File: config.mk
export PLATFORM = sky130hd
export DESIGN_NAME = cpu_state_seq
export DESIGN_NICKNAME = d
export VERILOG_FILES = /design/src/rtl/cpu_state_seq.sv
export SDC_FILE = /design/constraint.sdc
export NUM_CORES = 1
export LEC_CHECK = 0
export ABC_AREA = 1
export BUFFER_PORTS_ARGS = -buffer_cell sky130_fd_sc_hd__buf_4
export CORE_MARGIN = 5
export CORE_UTILIZATION = 51
export CTS_BUF_LIST = sky130_fd_sc_hd__clkbuf_16
export DETAILED_ROUTE_END_ITERATION = 10
export GPL_TIMING_DRIVEN = 0
export PLACE_DENSITY = 0.71
export SYNTH_ARGS = -nofsm -noshare
export SYNTH_HDL_FRONTEND = slang
export SYNTH_SLANG_ARGS = --single-unit
File: constraint.sdc
create_clock -name clk_i -period 4.1 [get_ports clk_i]
set_input_delay 0.205 -clock clk_i [delete_from_list [all_inputs] [get_ports clk_i]]
set_output_delay 0.205 -clock clk_i [all_outputs]
set_load 0.02 [all_outputs]
File: src/rtl/cpu_state_seq.sv
// ============================================================================
// cpu_state_seq : multicycle FETCH/EXEC1/EXEC2 sequencer with halt and bus-timeout fault
// Revision      : 1.0
// ============================================================================
`default_nettype none

module cpu_state_seq #(
  parameter int unsigned TIMEOUT_CYCLES = 1024,
  parameter int unsigned COUNT_W        = 32
) (
  input  logic               clk_i,
  input  logic               reset_i,
  input  logic               mem_req_i,
  input  logic               waitrequest_i,
  input  logic               halt_i,
  output logic [1:0]         state_o,
  output logic               advance_o,
  output logic               active_o,
  output logic               fault_o,
  output logic [COUNT_W-1:0] instr_count_o,
  output logic [COUNT_W-1:0] stall_count_o
);

  localparam logic [1:0] FETCH = 2'd0;
  localparam logic [1:0] EXEC1 = 2'd1;
  localparam logic [1:0] EXEC2 = 2'd2;
  localparam logic [1:0] HALT  = 2'd3;

  // The wait counter only has to reach TIMEOUT_CYCLES-1.
  localparam int unsigned        WAIT_W    = (TIMEOUT_CYCLES > 1) ? $clog2(TIMEOUT_CYCLES) : 1;
  localparam logic [WAIT_W-1:0]  WAIT_LAST = WAIT_W'(TIMEOUT_CYCLES - 1);

  logic [1:0]         state_q, state_d;
  logic               active_q, active_d;
  logic               fault_q, fault_d;
  logic [WAIT_W-1:0]  wait_q, wait_d;
  logic [COUNT_W-1:0] instr_q, instr_d;
  logic [COUNT_W-1:0] stall_cnt_q, stall_cnt_d;

  logic stall;
  logic timeout;
  logic retire;

  assign stall   = mem_req_i & waitrequest_i & (state_q != HALT);
  assign timeout = stall & (wait_q == WAIT_LAST);
  assign retire  = (state_q == EXEC2) & ~stall;

  always_comb begin
    state_d = state_q;
    if (timeout) begin
      state_d = HALT;
    end else if (!stall) begin
      case (state_q)
        FETCH:   state_d = EXEC1;
        EXEC1:   state_d = EXEC2;
        EXEC2:   state_d = halt_i ? HALT : FETCH;
        HALT:    state_d = HALT;
        default: state_d = HALT;
      endcase
    end
  end

  always_comb begin
    active_d    = (state_d != HALT);
    fault_d     = fault_q | timeout;
    wait_d      = stall ? (wait_q + WAIT_W'(1)) : '0;
    instr_d     = instr_q;
    stall_cnt_d = stall_cnt_q;
    if (retire && (instr_q != '1)) begin
      instr_d = instr_q + COUNT_W'(1);
    end
    if (stall && (stall_cnt_q != '1)) begin
      stall_cnt_d = stall_cnt_q + COUNT_W'(1);
    end
  end

  always_ff @(posedge clk_i or posedge reset_i) begin
    if (reset_i) begin
      state_q     <= FETCH;
      active_q    <= 1'b1;
      fault_q     <= 1'b0;
      wait_q      <= '0;
      instr_q     <= '0;
      stall_cnt_q <= '0;
    end else begin
      state_q     <= state_d;
      active_q    <= active_d;
      fault_q     <= fault_d;
      wait_q      <= wait_d;
      instr_q     <= instr_d;
      stall_cnt_q <= stall_cnt_d;
    end
  end

  assign state_o       = state_q;
  assign advance_o     = (state_q != HALT) & ~stall;
  assign active_o      = active_q;
  assign fault_o       = fault_q;
  assign instr_count_o = instr_q;
  assign stall_count_o = stall_cnt_q;

endmodule

`default_nettype wire

# [Word level (Yosys, flattened, before mapping)]
# Cells that the tools add are included.
[classes] reduce_logical=3 bitwise_logic=7 n_eq_ne=8 n_mux=5 addsub=3
[op_table] operator="adder 32 x 1 -> 32 bit, second input constant" count=2
[op_table] operator="!= test 32 bit, second input constant" count=2
[op_table] operator="adder 10 x 1 -> 10 bit, second input constant" count=1
[op_table] operator="equality test 10 bit, second input constant" count=1
[op_table] operator="2-to-1 mux 10 bit" count=1
[op_table] operator="case mux 2 bit (4 select lines)" count=1
[op_table] operator="2-to-1 mux 2 bit" count=3
[op_table] operator="bitwise AND 1 bit" count=5
[op_table] operator="equality test 2 bit, second input constant" count=2
[op_table] operator="!= test 2 bit, second input constant" count=2
[op_table] operator="equality test 2 x 1 -> 1 bit, second input constant" count=1
[op_table] operator="logical AND 1 bit" count=2
[op_table] operator="zero test 2 bit" count=1
[op_table] operator="NOT 1 bit" count=1
[op_table] operator="OR 1 bit" count=1
[word_totals] inputBits=5 word_cells=32 register_bits=78 output_inout_bits=69

# [Depth between registers and ports, before layout]
# Gate-level depths: netlist of the first run.
[depth] word_depth=5 depth_mapped=11 ltp_nobuf=10

# [Least setup slack after synthesis of the first run]
# OpenSTA, ideal clock, no wires.
[synth_timing] path_type="flip-flop to flip-flop" start="register instr_q[0], in the netlist instr_count_o[0]" end="register instr_q[18], in the netlist instr_count_o[18]" setup_ns=0.065 synth_period_minus_slack_ns=1.781 n_path_buf=1 t_arrival_ns=1.716 required_time_ns=4.035 path_slack_ns=2.319 stages_incl_launch_ff=11 path_cell_list="dfrtp_1 -> ha_1 -> inv_2 -> nor2_4 -> nand2_2 -> nor2_4 -> nand3b_4 -> nand2_4 -> buf_6 -> nand2_1 -> nand2_1"
[synth_between] elab_chain_len=2 word_cells_on_any_way=3 classes_between="add/sub (1); eq/ne (1); reduce/logical (1)"
[synth_lines] element="start, declared" line_no="37" source="logic [COUNT_W-1:0] instr_q, instr_d;"
[synth_lines] element="start signal, assigned" line_no="90" source="instr_q <= instr_d;"
[synth_lines] element="parallel branches: the longest is 2 deep, another holds adder 32 x 1 -> 32 bit"
# Parallel ways; which one is timed is not known.
# A chain may end at the register's enable or synchronous reset.

# [Final worst setup path of the first run]
[layout_timing] start="register instr_q[0], in the netlist instr_count_o[0]" end="register instr_q[12], in the netlist instr_count_o[12]"
# Same word-level chain as after synthesis.

==> impl_metrics.json, run 1 <==
{
  "chipHeight_um": 108,
  "clock_skew_ps": 8.83,
  "powerDensity_nw_per_um2": 376,
  "min_period_ps": 2110,
  "cts_tree": "done",
  "viasPerCell": 5.04,
  "placed_cells": 950,
  "die_w_um": 108,
  "cp-end-kind": "flip-flop",
  "crit_fanout": 10,
  "placementRows": 35,
  "wirelength_um": 12800,
  "ys_ff_latch": 78,
  "antenna_found_initial": 0,
  "r2r_slack_ps": 1990,
  "max_freq_mhz": 475,
  "drt-initial-drc-count": 285,
  "numCtsBuffers": 9,
  "wl_per_cell_um": 13.3,
  "cts_max_path_buffers": 2,
  "maxSlewViolCount": 0,
  "start_kind": "flip-flop",
  "leakage_nw": 2.83,
  "synth_seq_area_share": 0.401,
  "cts.repair.resized": 0,
  "layout-drive-gt1-share": 0.143,
  "worst_pin_slew_ps": 506,
  "period_share": 0.514,
  "grt_max_degree": 61,
  "async_flop_share": 1.00,
  "io_buffers": 73,
  "path_class": "reg2reg",
  "clk_latency_ps": 340,
  "initial_core_util": 0.524,
  "coreArea_um2": 9280,
  "rsz0062_at_grt": "false",
  "synth_cell_types": 25,
  "hp-class": "in2reg",
  "ir_worst_vdd_mv": 0.343,
  "die_area_um2": 11600,
  "setup_violations": 0,
  "place_congestion": 0.948,
  "maxSlewHeadroom": 0.663,
  "arrival_ps": 2380,
  "ys_warn_count": 0,
  "ioPinCount": 74,
  "cap_viol_max_count": 0,
  "synth-main-ff-cell": "dfrtp_1",
  "synth-edff-count": 0,
  "grt.total_usage": 0.238,
  "synthesis.nets": 755,
  "drtAntennaViolNets": 0,
  "clock_sinks": 78,
  "first_pass_iters": 5,
  "setup-tns-final_ps": 0,
  "final_common_cell": "nand2_1",
  "syn_area_um2": 4870,
  "grt_pass1_vias": 4677,
  "fin_cells": 967,
  "fill_cells": 898,
  "dp_hpwl_um": 9820,
  "gr-total-overflow": 0,
  "grt_pass1_wl_um": 22100,
  "post-route-drc-count": 0,
  "cts.htree.levels": 3,
  "clkTransAtPathRegs_ps": 60,
  "syn2layout_area_growth_pct": 21.5,
  "root_buffer": "clkbuf_16",
  "hold_viol_final": 0,
  "netlist_instances": 747,
  "run_status": "completed",
  "avgSynthCellArea_um2": 6.52,
  "fin_nets": 841,
  "final_cell_mix": "nand2_1, nor2_1, dfrtp_1",
  "n_antenna_cell": 0,
  "vias": 4872,
  "cp.required_ps": 4370
}
-- critical path, cell delays in order (launching register included) --
cell	delay, ps
dfrtp_1	450
ha_1	310
inv_2	110
nor2_4	60
nand2_1	130
nor2_2	70
a21oi_2	420
buf_2	340
nand2_1	90
nand2_1	70
-- cells by family after synthesis --
family | Yosys count | share of synthesized area
AND/OR/NAND/NOR | 543 | 0.457
buffers and inverters | 76 | 0.0661
adder cells (fa/ha/maj) | 3 | 0.00771
flip-flops | 78 | 0.401
AO/OA/AOI/OAI | 23 | 0.0252
XOR/XNOR | 24 | 0.0432
-- sequential cells by signal, indices dropped and copies added (netlist names) --
| name | flops |
|---|---|
| instr_count_o | 32 |
| stall_count_o | 32 |
| wait_q | 10 |
| state_o | 2 |
| active_o | 1 |
| fault_o | 1 |
-- report_power, final --
group | switching [mW] | total [mW] | internal, mW
logic | 0.324 | 0.506 | 0.182
registers | 0.0772 | 0.905 | 0.827
clock network | 0.342 | 0.815 | 0.473
total | 0.744 | 2.23 | 1.48
-- metrics by stage --
| step | worst slack [ps] | area, µm² | hold WS, ps | power [mW] | util |
|---|---|---|---|---|---|
| after global placement | 874 | 5580 | 450 | 1.42 | 0.601 |
| after CTS | 2000 | 5910 | 176 | 2.24 | 0.637 |
| after global routing | 1850 | 5910 | 210 | 2.34 | 0.637 |
| after detailed placement | 2020 | 5610 | 178 | 1.43 | 0.604 |
| final | 1990 | 5910 | 182 | 2.23 | 0.637 |
| after floorplan | 1900 | 4870 | 392 | 1.24 | - |
-- layout make-up --
cell class / instances / area, µm² / share of cell area
tap: 129 / 161 / 0.0273
clock buffer: 9 / 225 / 0.0381
clock inverter: 7 / 72.6 / 0.0123
timing repair buffer: 75 / 586 / 0.0990
buffer: 10 / 73.8 / 0.0125
inverter: 66 / 250 / 0.0423
sequential: 78 / 1950 / 0.330
multi-input combinational: 593 / 2590 / 0.438
-- per-layer routing --
layer  routed length (µm)  vias up  part of all wire  GRT usage
met5                    0        -                 0          0
met3                  780       18             0.061     0.0420
met4                  226        0             0.018     0.0658
met1                 5700     2246              0.44      0.310
met2                 6130      142              0.48      0.405
li1                     -     2466                 -          -
-- cells in the mapped netlist (3+ instances only) --
library cell | count | area share
nand2_1 | 363 | 0.28
nand3_1 | 37 | 0.038
nor3_1 | 4 | 0.0041
nor2_1 | 107 | 0.083
xor2_1 | 11 | 0.020
xnor2_1 | 13 | 0.023
buf_6 | 3 | 0.0069
nand3b_1 | 7 | 0.011
o21ai_0 | 14 | 0.014
nand4_1 | 9 | 0.012
buf_2 | 5 | 0.0051
a21oi_1 | 7 | 0.0072
dfrtp_1 | 77 | 0.40
nor2_4 | 4 | 0.0093
inv_1 | 64 | 0.049
ha_1 | 3 | 0.0077
nor2_2 | 6 | 0.0077
-- final timing paths --
path	start	end	cells past startpoint
max in group asynchronous	reset_i	active_o$_DFF_PP1_	4
worst max register to register	instr_count_o[0]$_DFFE_PP0P_	instr_count_o[12]$_DFFE_PP0P_	9
min in group asynchronous	reset_i	stall_count_o[3]$_DFFE_PP0P_	3
worst min register to register	wait_q[0]$_DFF_PP0_	wait_q[0]$_DFF_PP0_	1
worst max-delay path	instr_count_o[0]$_DFFE_PP0P_	instr_count_o[12]$_DFFE_PP0P_	9
worst min-delay path	halt_i	state_o[1]$_DFF_PP0_	3
-- what timing repair did --
item,in CTS,in global routing
hold endpoints to repair,18,0
setup buffers,0,0
hold buffers,1,0
(Power assumes the default switching activity.)
==> run 2, diff against run 1 <==
ABC_AREA = 0   (was 1)
CORE_UTILIZATION = 50   (was 51)
PLACE_DENSITY = 0.74   (was 0.71)
clock period = 1.82 ns   (was 4.1 ns; I/O delays follow)
==> run 2 against run 1 <==
Against the previous run:
- the flow now finishes with violations (setup timing)
- combinational power grew to 2.6 times the previous value
- worst setup slack lost 2200 ps
- area after synthesis shrank 23%
- synthesized cell count shrank 52%
- clock skew grew 0.85 ps
- critical path type unchanged
- critical endpoint is now instr_count_o[27]$_DFFE_PP0P_
- largest cell class unchanged
- largest power group unchanged
==> impl_metrics.json, run 2 <==
{
  "run_status": "complete, but fails checks",
  "failed_checks": "setup timing",
  "clock_skew_ps": 9.67,
  "grt_pass1_vias": 3274,
  "synth_top_family_by_area": "simple AND/OR/NAND/NOR gates",
  "fin_ws_ps": -185,
  "clk_latency_ps": 340,
  "hp-class": "in2reg",
  "maxSlewHeadroom": 0.665,
  "drt-initial-drc-count": 193,
  "p_clk_frac": 0.348,
  "synth-main-ff-cell": "dfrtp_1",
  "min_period_ps": 2000,
  "clkTransAtPathRegs_ps": 70,
  "syn_area_um2": 3750,
  "fin_nets": 491,
  "p_sw_mw": 1.63,
  "yosysMostFrequentCell": "dfrtp_1",
  "crit_chain": "buf_6 > nand4_1 > nor4_4 > nor4b_4 > and3_1 > xor2_1",
  "ys_ff_latch": 78,
  "cts_tree": "done",
  "p_comb_frac": 0.249,
  "cap_viol_max_count": 0,
  "wirelength_um": 11100,
  "leakage_nw": 2.59,
  "hold_viol_final": 0,
  "min-delay-start": "halt_i",
  "grt_pass1_wl_um": 16700,
  "slowest_delay_ps": 420,
  "dp_hpwl_um": 6350,
  "synthAdderAreaFrac": 0.0100,
  "synth_top_area_frac": 0.513,
  "wl_per_cell_um": 18.8,
  "first_pass_iters": 5,
  "placementRows": 31,
  "ir_worst_vdd_mv": 0.686,
  "muxShareOfSynthArea": 0.00866,
  "die_w_um": 96.7,
  "synth_compound_area_frac": 0.0293,
  "async_flop_share": 1.00,
  "maxSlewViolCount": 0,
  "total_power_mw": 5.22,
  "grt.total_usage": 0.216,
  "worst_pin_slew_ps": 501,
  "yosysTopAreaCell": "dfrtp_1",
  "grt_max_degree": 42,
  "cts_max_path_buffers": 2,
  "final_common_cell": "buf_4",
  "rsz0062_at_grt": "true",
  "crit_fanout": 5,
  "internal_power_mw": 3.59,
  "post-route-drc-count": 0,
  "ioPinCount": 74,
  "powerDensity_nw_per_um2": 942,
  "die_area_um2": 9340,
  "drtAntennaViolNets": 0,
  "path_class": "reg2reg",
  "setup_violations": 35,
  "antenna_found_initial": 0,
  "synth-edff-count": 0,
  "synthesis.nets": 363,
  "final_cell_mix": "buf_4, dfrtp_1, xnor2_1",
  "layout-drive-gt1-share": 0.422,
  "netlist_top_cells_area": "dfrtp_1, xnor2_1, nand4_1, xor2_1, nand3_1",
  "setup-tns-final_ps": -1660,
  "syn2layout_area_growth_pct": 47.7,
  "synth_commonest_cells": "dfrtp_1, xnor2_1, nand4_1",
  "fill_cells": 471,
  "startpoint": "instr_count_o[4]$_DFFE_PP0P_",
  "clock_sinks": 78,
  "synth_seq_area_share": 0.520,
  "seqPwrFrac": 0.404,
  "synth-xor-area-share": 0.152,
  "max_freq_mhz": 499,
  "io_buffers": 73,
  "period_share": 1.10,
  "synth-simple-area-share": 0.259,
  "coreArea_um2": 7290,
  "swShare": 0.312,
  "numCtsBuffers": 9,
  "chipHeight_um": 96.7,
  "arrival_ps": 2230,
  "r2r_start": "instr_count_o[4]$_DFFE_PP0P_",
  "root_buffer": "clkbuf_16",
  "synth_cell_types": 41,
  "netlist_instances": 355,
  "vias": 3434,
  "place_congestion": 0.839,
  "cp.required_ps": 2050,
  "cpMaxStageDelayCell": "dfrtp_1",
  "n_antenna_cell": 0,
  "start_kind": "flip-flop",
  "avgSynthCellArea_um2": 10.6,
  "initial_core_util": 0.515,
  "cts.htree.levels": 3,
  "cp-end-kind": "flip-flop",
  "gr-total-overflow": 0,
  "viasPerCell": 5.85,
  "ys_warn_count": 0
}
-- run 2: cell types whose count changed after synthesis, moves of 13 or more --
| cell | before | now |
|---|---|---|
| nand4_1 | 9 | 40 |
| nor2_1 | 107 | 18 |
| nand2_1 | 363 | 24 |
| and3_1 | 0 | 13 |
| xnor2_1 | 13 | 44 |
| inv_1 | 64 | 8 |
-- run 2: power by group through the flow --
stage          combinational, mW  sequential [mW]  clock, mW
2_1_floorplan              0.415             2.28          0
3_3_place_gp               0.909             2.15          0
3_5_place_dp               0.940             2.15          0
4_1_cts                     1.15             2.09       1.81
5_1_grt                     1.38             2.13       1.90
6_report                    1.30             2.11       1.82
-- run 2: metrics by stage --
| step | worst slack (ps) | hold slack [ps] | instance area [µm²] | utilization | cells |
|---|---|---|---|---|---|
| 2_1_floorplan | -209 | 240 | 3900 | - | 355 |
| 3_3_place_gp | -243 | 357 | 4570 | 0.627 | 527 |
| 3_5_place_dp | -269 | 16.0 | 4610 | 0.633 | 529 |
| 4_1_cts | -134 | 16.3 | 5240 | 0.718 | 568 |
| 5_1_grt | -281 | 32.4 | 5550 | 0.761 | 587 |
| 6_report | -185 | 19.5 | 5550 | 0.761 | 587 |
-- run 2: logic make-up (layout without fill, tap and decap cells) --
family | count (synthesis) | count (layout)
AOI/OAI and AO/OA | 19 | 19
xor gates and xnor gates | 65 | 65
buffers and inverters | 19 | 152
adders and majority gates | 3 | 3
muxes | 3 | 3
and+or+nand+nor | 168 | 168
DFF | 78 | 78
-- run 2: area by class of cell --
cell class / count / area [µm²] / area share
clock buffers: 9 / 225 / 0.0406
plain buffers: 9 / 92.6 / 0.0167
repair buffers: 119 / 976 / 0.176
multi-input cells: 258 / 2050 / 0.370
inverters: 8 / 33.8 / 0.00609
well taps: 99 / 124 / 0.0223
clock inverters: 7 / 72.6 / 0.0131
flip-flops and latches: 78 / 1970 / 0.355
-- run 2: repair_timing --
item,CTS,global route
gates resized for setup,30,47
hold buffers,1,0
cloned,0,4
hold endpoints to repair,43,0
setup buffers,24,16
pin swaps,15,32
setup endpoints to repair,53,61
-- run 2: layer usage --
layer	track usage	vias to the layer above	routed length, µm
met3	0.0496	31	676
met4	0.0734	0	287
met5	0	-	0
met1	0.272	1717	4300
met2	0.367	141	5800
li1	-	1545	-
-- run 2: final timing paths --
path / to / slack, ps / cells after the start
worst max-delay path: instr_count_o[27]$_DFFE_PP0P_ / -180 / 6
worst min-delay path: active_o$_DFF_PP1_ / 20 / 3
worst max register to register: instr_count_o[27]$_DFFE_PP0P_ / -180 / 6
worst min register to register: fault_o$_DFF_PP0_ / 470 / 1
max in group asynchronous: stall_count_o[16]$_DFFE_PP0P_ / 870 / 5
min in group asynchronous: wait_q[8]$_DFF_PP0_ / 250 / 3
-- run 2: critical path: cells and delay by family (launching register included) --
kind / cells / cell delay (ps)
buffers and inverters: 1 / 130
flip-flops: 1 / 420
XOR/XNOR: 1 / 260
AND/OR/NAND/NOR: 4 / 1070
